===== src/rtl/fifo_burst_reader_pkg.sv =====
// Shared types and constants for the FIFO burst read controller.
package fifo_burst_reader_pkg;
  typedef enum logic [1:0] {IDLE, BURST, DONE} rd_state_t;
  localparam int SKID_DEPTH = 2;
endpackage


===== src/rtl/rd_skid_buf.sv =====
// Two-entry FIFO-ordered register buffer that catches words already in flight from the FIFO.
module rd_skid_buf
  import fifo_burst_reader_pkg::*;
#(
  parameter int WIDTH = 32
) (
  input  logic             clk,
  input  logic             rst,
  input  logic             wr_en,
  input  logic [WIDTH-1:0] wr_data,
  input  logic             rd_en,
  output logic [WIDTH-1:0] head_data,
  output logic [1:0]       occ
);
  logic [WIDTH-1:0] e0, e1;

  assign head_data = e0;

  always_ff @(posedge clk) begin
    if (!rst) begin
      e0  <= '0;
      e1  <= '0;
      occ <= '0;
    end else begin
      case ({wr_en, rd_en})
        2'b10: begin
          if (occ == 2'd0) e0 <= wr_data;
          else             e1 <= wr_data;
          occ <= occ + 2'd1;
        end
        2'b01: begin
          e0  <= e1;
          occ <= occ - 2'd1;
        end
        2'b11: begin
          // simultaneous write/read keeps occupancy; new word lands behind the survivor
          if (occ == 2'(SKID_DEPTH)) begin
            e0 <= e1;
            e1 <= wr_data;
          end else begin
            e0 <= wr_data;
          end
        end
        default: ;
      endcase
    end
  end
endmodule


===== src/rtl/fifo_burst_reader.sv =====
// Burst read controller: pops exactly cmd_len words from a 1-cycle-latency FIFO
// and streams them out on valid/ready, using a credit rule so the skid never overflows.
module fifo_burst_reader
  import fifo_burst_reader_pkg::*;
#(
  parameter int WIDTH   = 32,
  parameter int MAX_LEN = 128,
  localparam int LEN_W  = $clog2(MAX_LEN + 1)
) (
  input  logic             clk,
  input  logic             rst,
  input  logic             cmd_valid,
  input  logic [LEN_W-1:0] cmd_len,
  output logic             cmd_ready,
  output logic             fifo_read,
  input  logic             fifo_empty,
  input  logic [WIDTH-1:0] fifo_data,
  output logic             out_valid,
  input  logic             out_ready,
  output logic [WIDTH-1:0] out_data,
  output logic             out_last,
  output logic             done
);
  rd_state_t        state;
  logic [LEN_W-1:0] rem_issue, rem_out;
  logic             inflight;
  logic             pop;
  logic [1:0]       occ;
  logic [2:0]       credit_used;

  rd_skid_buf #(.WIDTH(WIDTH)) u_skid (
    .clk       (clk),
    .rst       (rst),
    .wr_en     (inflight),
    .wr_data   (fifo_data),
    .rd_en     (pop),
    .head_data (out_data),
    .occ       (occ)
  );

  assign out_valid   = (occ != 2'd0);
  assign pop         = out_valid && out_ready;
  assign cmd_ready   = (state == IDLE);
  assign done        = (state == DONE);
  assign out_last    = out_valid && (rem_out == LEN_W'(1));
  assign credit_used = {1'b0, occ} + {2'b0, inflight};

  // Words buffered plus in flight, net of this cycle's pop, must stay below skid depth.
  // Held off during reset so no word is popped only to be discarded.
  assign fifo_read = rst && (state == BURST) && !fifo_empty && (rem_issue != '0) &&
                     (credit_used < 3'(SKID_DEPTH) + {2'b0, pop});

  always_ff @(posedge clk) begin
    if (!rst) begin
      state     <= IDLE;
      rem_issue <= '0;
      rem_out   <= '0;
      inflight  <= 1'b0;
    end else begin
      inflight <= fifo_read;
      if (fifo_read) rem_issue <= rem_issue - LEN_W'(1);
      if (pop)       rem_out   <= rem_out - LEN_W'(1);
      case (state)
        IDLE: begin
          if (cmd_valid) begin
            rem_issue <= cmd_len;
            rem_out   <= cmd_len;
            state     <= (cmd_len == '0) ? DONE : BURST;
          end
        end
        BURST: if (pop && rem_out == LEN_W'(1)) state <= DONE;
        DONE:  state <= IDLE;
        default: state <= IDLE;
      endcase
    end
  end
endmodule


===== config.mk =====
export PLATFORM = sky130hd
export DESIGN_NAME = fifo_burst_reader
export DESIGN_NICKNAME = d
export VERILOG_FILES = /design/src/rtl/fifo_burst_reader_pkg.sv /design/src/rtl/rd_skid_buf.sv /design/src/rtl/fifo_burst_reader.sv
export SDC_FILE = /design/constraint.sdc
export NUM_CORES = 1
export LEC_CHECK = 0
export BUFFER_PORTS_ARGS = -buffer_cell sky130_fd_sc_hd__buf_2
export CORE_MARGIN = 2
export CORE_UTILIZATION = 45
export DETAILED_ROUTE_END_ITERATION = 16
export MAX_ROUTING_LAYER = met4
export PLACE_DENSITY = 0.68
export RECOVER_POWER = 50
export SYNTH_ARGS = -nofsm -noshare
export SYNTH_HDL_FRONTEND = slang
export SYNTH_SLANG_ARGS = --single-unit

===== constraint.sdc =====
create_clock -name clk -period 3.1 [get_ports clk]
set_input_delay 0.62 -clock clk [delete_from_list [all_inputs] [get_ports clk]]
set_output_delay 0.62 -clock clk [all_outputs]
set_load 0.03 [all_outputs]

# After elaboration in Yosys (flattened, before gate mapping)

Index checks and enable logic that the tools add are counted.

Register bits after elaboration: 85
Logic and storage cells: 62

Reduce and logical (&&, ||, !) cells: 19
Equal/unequal tests: 12
Multiplexer cells: 17
Magnitude comparators: 1
Add/subtract/negate cells: 6

Operators with widths:

| operator              | count |
|---|---|
| $mux W32              | 4 |
| $pmux W32 S3          | 1 |
| $pmux W32 S2          | 1 |
| $mux W8               | 6 |
| $sub A8 B1 Y8 const B | 2 |
| $eq A2 B2 Y1 const B  | 4 |
| $eq A8 B1 Y1 const B  | 1 |
| $logic_not A8 Y1      | 1 |
| $pmux W2 S2           | 2 |
| $reduce_bool A8 Y1    | 1 |
| $logic_and A1 B1 Y1   | 7 |
| $mux W2               | 3 |
| $ne A2 B1 Y1 const B  | 3 |
| $reduce_bool A2 Y1    | 3 |
| $eq A2 B1 Y1 const B  | 2 |
| $logic_not A2 Y1      | 2 |
| $ne A2 B2 Y1 const B  | 2 |
| $reduce_and A2 Y1     | 2 |
| $add A2 B1 Y3         | 1 |
| $add A2 B1 Y3 const A | 1 |
| $lt A3 B3 Y1          | 1 |
| $reduce_and A3 Y1     | 1 |
| $reduce_bool A3 Y1    | 1 |
| $add A2 B1 Y2 const B | 1 |
| other kinds (2)       | 2 |

# Logic depth before layout (Yosys ltp)

Word-level depth: 8
Gate-level depth with buffers: 9
Mapped depth without buffers: 7

# Hierarchy

From an unflattened synthesis, not the netlist that was laid out.

Cell total of the unflattened synthesis: 506
Area total of the unflattened synthesis: 4325.4 um^2

By module, submodules not included:

| module            | times used | area an instance (um^2) | cells an instance |
|---|---|---|---|
| rd_skid_buf       | 1          | 3163.0                  | 367 |
| fifo_burst_reader | 1          | 1162.4                  | 139 |

# Worst setup path after synthesis

No wires, ideal clock.

Kind: register to output
Start: register inflight
End: output port fifo_read
Buffers on the path: 0
Path slack: 0.533 ns
Data required time: 2.480 ns
Data arrival time: 1.947 ns
Cell stages (with the launch flop): 6
Path through: dfxtp_1 > ha_1 > ha_1 > nand2b_1 > or3_1 > nor3_1

Cells in the longest elaborated chain, start to end: 3

RTL lines:

| what                     | RTL line                | source |
|---|---|---|
| start: declaration       | fifo_burst_reader.sv:26 | `logic inflight;` |
| start signal: assignment | fifo_burst_reader.sv:60 | `inflight <= fifo_read;` |
| $add A2 B1 Y3            | fifo_burst_reader.sv:46 | `assign credit_used = {1'b0, occ} + {2'b0, inflight};` |
| $lt A3 B3 Y1             | fifo_burst_reader.sv:51 | `(credit_used < 3'(SKID_DEPTH) + {2'b0, pop});` |
| $logic_and A1 B1 Y1      | fifo_burst_reader.sv:50 | `assign fifo_read = rst && (state == BURST) && !fifo_empty && (rem_issue != '0) &&` |
| end: declaration         | fifo_burst_reader.sv:15 | `output logic fifo_read,` |

No other way between the ends.

# Final worst setup path

Start: register u_skid.occ[0]
End: output port fifo_read

Cells in the longest elaborated chain, start to end: 5

RTL lines:

| what                     | RTL line                | source |
|---|---|---|
| start: declaration       | rd_skid_buf.sv:13       | `output logic [1:0] occ` |
| start signal: assignment | rd_skid_buf.sv:29       | `occ <= occ + 2'd1;` |
| start signal: assignment | rd_skid_buf.sv:33       | `occ <= occ - 2'd1;` |
| $reduce_bool A2 Y1       | fifo_burst_reader.sv:41 | `assign out_valid = (occ != 2'd0);` |
| $logic_and A1 B1 Y1      | fifo_burst_reader.sv:42 | `assign pop = out_valid && out_ready;` |
| $add A2 B1 Y3            | fifo_burst_reader.sv:51 |  |
| $lt A3 B3 Y1 (*)         | fifo_burst_reader.sv:51 |  |
| $logic_and A1 B1 Y1 (*)  | fifo_burst_reader.sv:50 |  |

Every way passes the cells marked *; elsewhere a longest branch is shown, timed or not.

==> impl_metrics.csv <==
group,metric,value,unit
power,p_leak,2.01,nW
cells_and_area,layout-drive-gt1-share,16.5,%
floorplanning,initial_core_util,46.4,%
clock_network,clock-sinks,85,
setup_path,cp-start-kind,"flop",
sta,setup_viol,0,
setup_path,critPathMaxStageDelay,0.42,ns
cells_and_area,nets,540,
floorplanning,fp.dieW,96.3,µm
synth,yosys.area.top_type,"dfxtp_1",
routing,wl_per_cell,15.9,µm
power,p_per_area,610,nW/µm²
clock_network,cts_max_level,3,
setup_path,ff2ff_setup_slack,0.48,ns
synth,ys_seq_elements,85,
setup_path,crit_family,"simple AND/OR/NAND/NOR gates",
cells_and_area,n_antenna_cell,0,
floorplanning,io_pins,82,
setup_path,critPathArrivalTime,2.23,ns
grt,grt_pass1_vias,3415,
clock_network,clock_path_buffers,2,
synth,synthesis.nets,466,
synth,syn_area,3830,µm²
sta,tightest_slew,0.884,ns
clock_network,clock_latency,0.35,ns
sta,min_period_over_period,92.1,%
clock_network,post_cts_buffers,0,
grt,grt-ovfl-total,0,
synth,synth_area_leaders,"dfxtp_1, o211a_1, a221o_1",
setup_path,crit_path_end_kind,"output pin",
grt,grt_pass1_wl,15.7,mm
clock_network,cts_buffers,9,
routing,via_per_inst,5.71,
synth,synth_top_flop_cell,"dfxtp_1",
routing,first_iter_violations,134,
grt,grtUsageTotal,22.0,%
sta,fin_crit,2.85,ns
setup_path,path_max_fanout,10,
routing,vias,3405,
synth,yosys_warnings,0,
sta,slew_viol_final,0,
cells_and_area,syn_to_final_growth,20.0,%
cells_and_area,final_area,4600,µm²
placed_design,port_buffers,81,
placed_design,hpwl,6.40,mm
job,max_cap_viol_count,0,
routing,routed_wl,9.47,mm
sta,skew,0.00774,ns
sta,fmax,0.350,GHz
synth,syn_area_per_cell,9.31,µm²
placed_design,place_congestion,0.868,
clock_network,cts_tree,"yes",
synth,synth_top_area_share,44.4,%
floorplanning,die_area,9270,µm²
cells_and_area,n_fill_cell,803,
sta,slew_headroom,40.9,%
setup_path,crit_path_top_delay_cell,"dfxtp_2",
synth,ys_seq_area_share,44.4,%
synth,netlist_instances,412,
power,max-vdd-ir-drop,0.404,mV
synth,async_flop_share,0,%
setup_path,path_class,"reg -> out",
sta,tns,0,ns
sta,finalHoldViolCount,0,
setup_path,cp.required,2.48,ns
routing,ant_nets,0,
setup_path,worst-path-buf-inv,1,
sta,rsz0062_at_grt,"false",
sta,fin_ws,0.246,ns
placed_design,dp_slack,0.289,ns
floorplanning,die_y,96.3,µm
setup_path,cpMostUsedCell,"ha_1",
clock_network,root_buffer,"clkbuf_8",
floorplanning,coreArea,8260,µm²
synth,synth-edff-count,0,
routing,drc,0,
placed_design,placed_area,4420,µm²
clock_network,postCtsHoldBufs,0,
grt,grt_start_max_net_pins,77,
floorplanning,rows,33,
status,status,"finished, final reports clean",
setup_path,path_cells,"ha_1 > ha_1 > nand2b_1 > or3_1 > nor3_1 > buf_2",
grt,antenna_found_initial,0,
routing,drt_pass1_iterations,6,
synth,synthDistinctLibCells,44,
clock_network,clkTransAtPathRegs,0.09,ns
worst_hold_path,min_path_type,"reg -> reg",
-- state kept, by name (all words and copies together) (netlist names) --
name and cells:
inflight 1, u_skid.head_data 32, u_skid.occ 2, rem_issue 8, state 2, u_skid.e1 32
rem_out 8
-- power by group --
part | leakage (nW) | internal [mW] | total [mW] | switching, mW
registers | 0.693 | 1.19 | 1.26 | 0.0745
logic | 1.21 | 0.236 | 0.648 | 0.412
clock network | 0.111 | 0.483 | 0.895 | 0.412
-- cell families after synthesis --
logic type,after synthesis,share of synthesized area [%]
buffers and inverters,41,4.14
DFF,85,44.4
AOI/OAI and AO/OA,149,32.0
xor gates and xnor gates,9,2.06
adders and majority gates,9,2.94
and+or+nand+nor,119,14.4
-- synth_stat cells (all sizes together), types with 2 or more instances --
cell type   n
nor3        9
a211o       2
xor2        4
a21oi      13
nor2       11
o211a      33
nand2      69
a31oi       4
a21boi     35
o21ai      13
nand3       4
o21a        2
nor4        2
o31ai       3
clkbuf     27
nand4       2
a211oi      3
ha          9
or3         5
o211ai      2
buf         4
nand2b      3
dfxtp      85
nor4b       2
and2        2
xnor2       5
a221o      32
or4         3
inv         9
nor3b       3
or4b        2
-- area by class of cell --
type | count | area (µm²) | area share, %
Clock inverter | 6 | 95.1 | 2.07
Timing Repair Buffer | 94 | 479 | 10.4
Clock buffer | 10 | 138 | 2.99
Sequential cell | 85 | 1700 | 37.0
Tap cell | 105 | 131 | 2.85
Inverter | 10 | 37.5 | 0.816
Multi-Input combinational cell | 286 | 2020 | 43.9
-- per-stage QoR --
step | power, mW | cells | hold slack (ns) | util (%)
after global routing | 2.94 | 596 | 0.491 | 55.7
after detailed placement | 1.95 | 580 | 0.460 | 53.5
after global placement | 1.95 | 580 | 0.451 | 53.5
final | 2.81 | 596 | 0.468 | 55.7
after CTS | 2.85 | 596 | 0.475 | 56.3
after floorplan | 1.73 | 412 | 0.425 | -
-- layout by cell type, fill, tap and decap left out, types with 9 or more instances in the layout --
cell type	count
o211a_1	33
buf_2	45
inv_1	9
clkbuf_1	37
nor2_1	11
nor3_1	9
nand2_1	69
buf_4	10
a21boi_0	35
o21ai_0	11
dfxtp_1	84
a21oi_1	12
a221o_1	32
ha_1	9
clkbuf_8	10
-- final timing paths --
| path | endpoint | start | cells after the start |
|---|---|---|---|
| max | fifo_read | u_skid.occ[0] | 6 |
| max reg2reg | u_skid.head_data[15] | u_skid.occ[0] | 7 |
| min reg2reg | rem_issue[5] | rem_issue[5] | 2 |
| min | rem_issue[5] | rem_issue[5] | 2 |
-- worst min-delay path: stages, from the launching register on --
cell and delay, ns:
dfxtp_1 0.32, o31ai_1 0.06, a21oi_1 0.05
-- layer usage --
| metal | GRT usage [%] | up-vias | share of wire [%] |
|---|---|---|---|
| met5 | - | - | 0 |
| met4 | 8.92 | 0 | 1.8 |
| met1 | 27.3 | 1623 | 47 |
| met3 | 4.86 | 17 | 5.1 |
| li1 | - | 1676 | - |
| met2 | 34.9 | 89 | 47 |
-- repair_timing --
action | CTS | global route
endpoints found under the setup margin | 0 | 1
hold endpoints to repair | 0 | 0
resized for setup | 0 | 1
No activity file was read; power rests on OpenSTA's default activity.
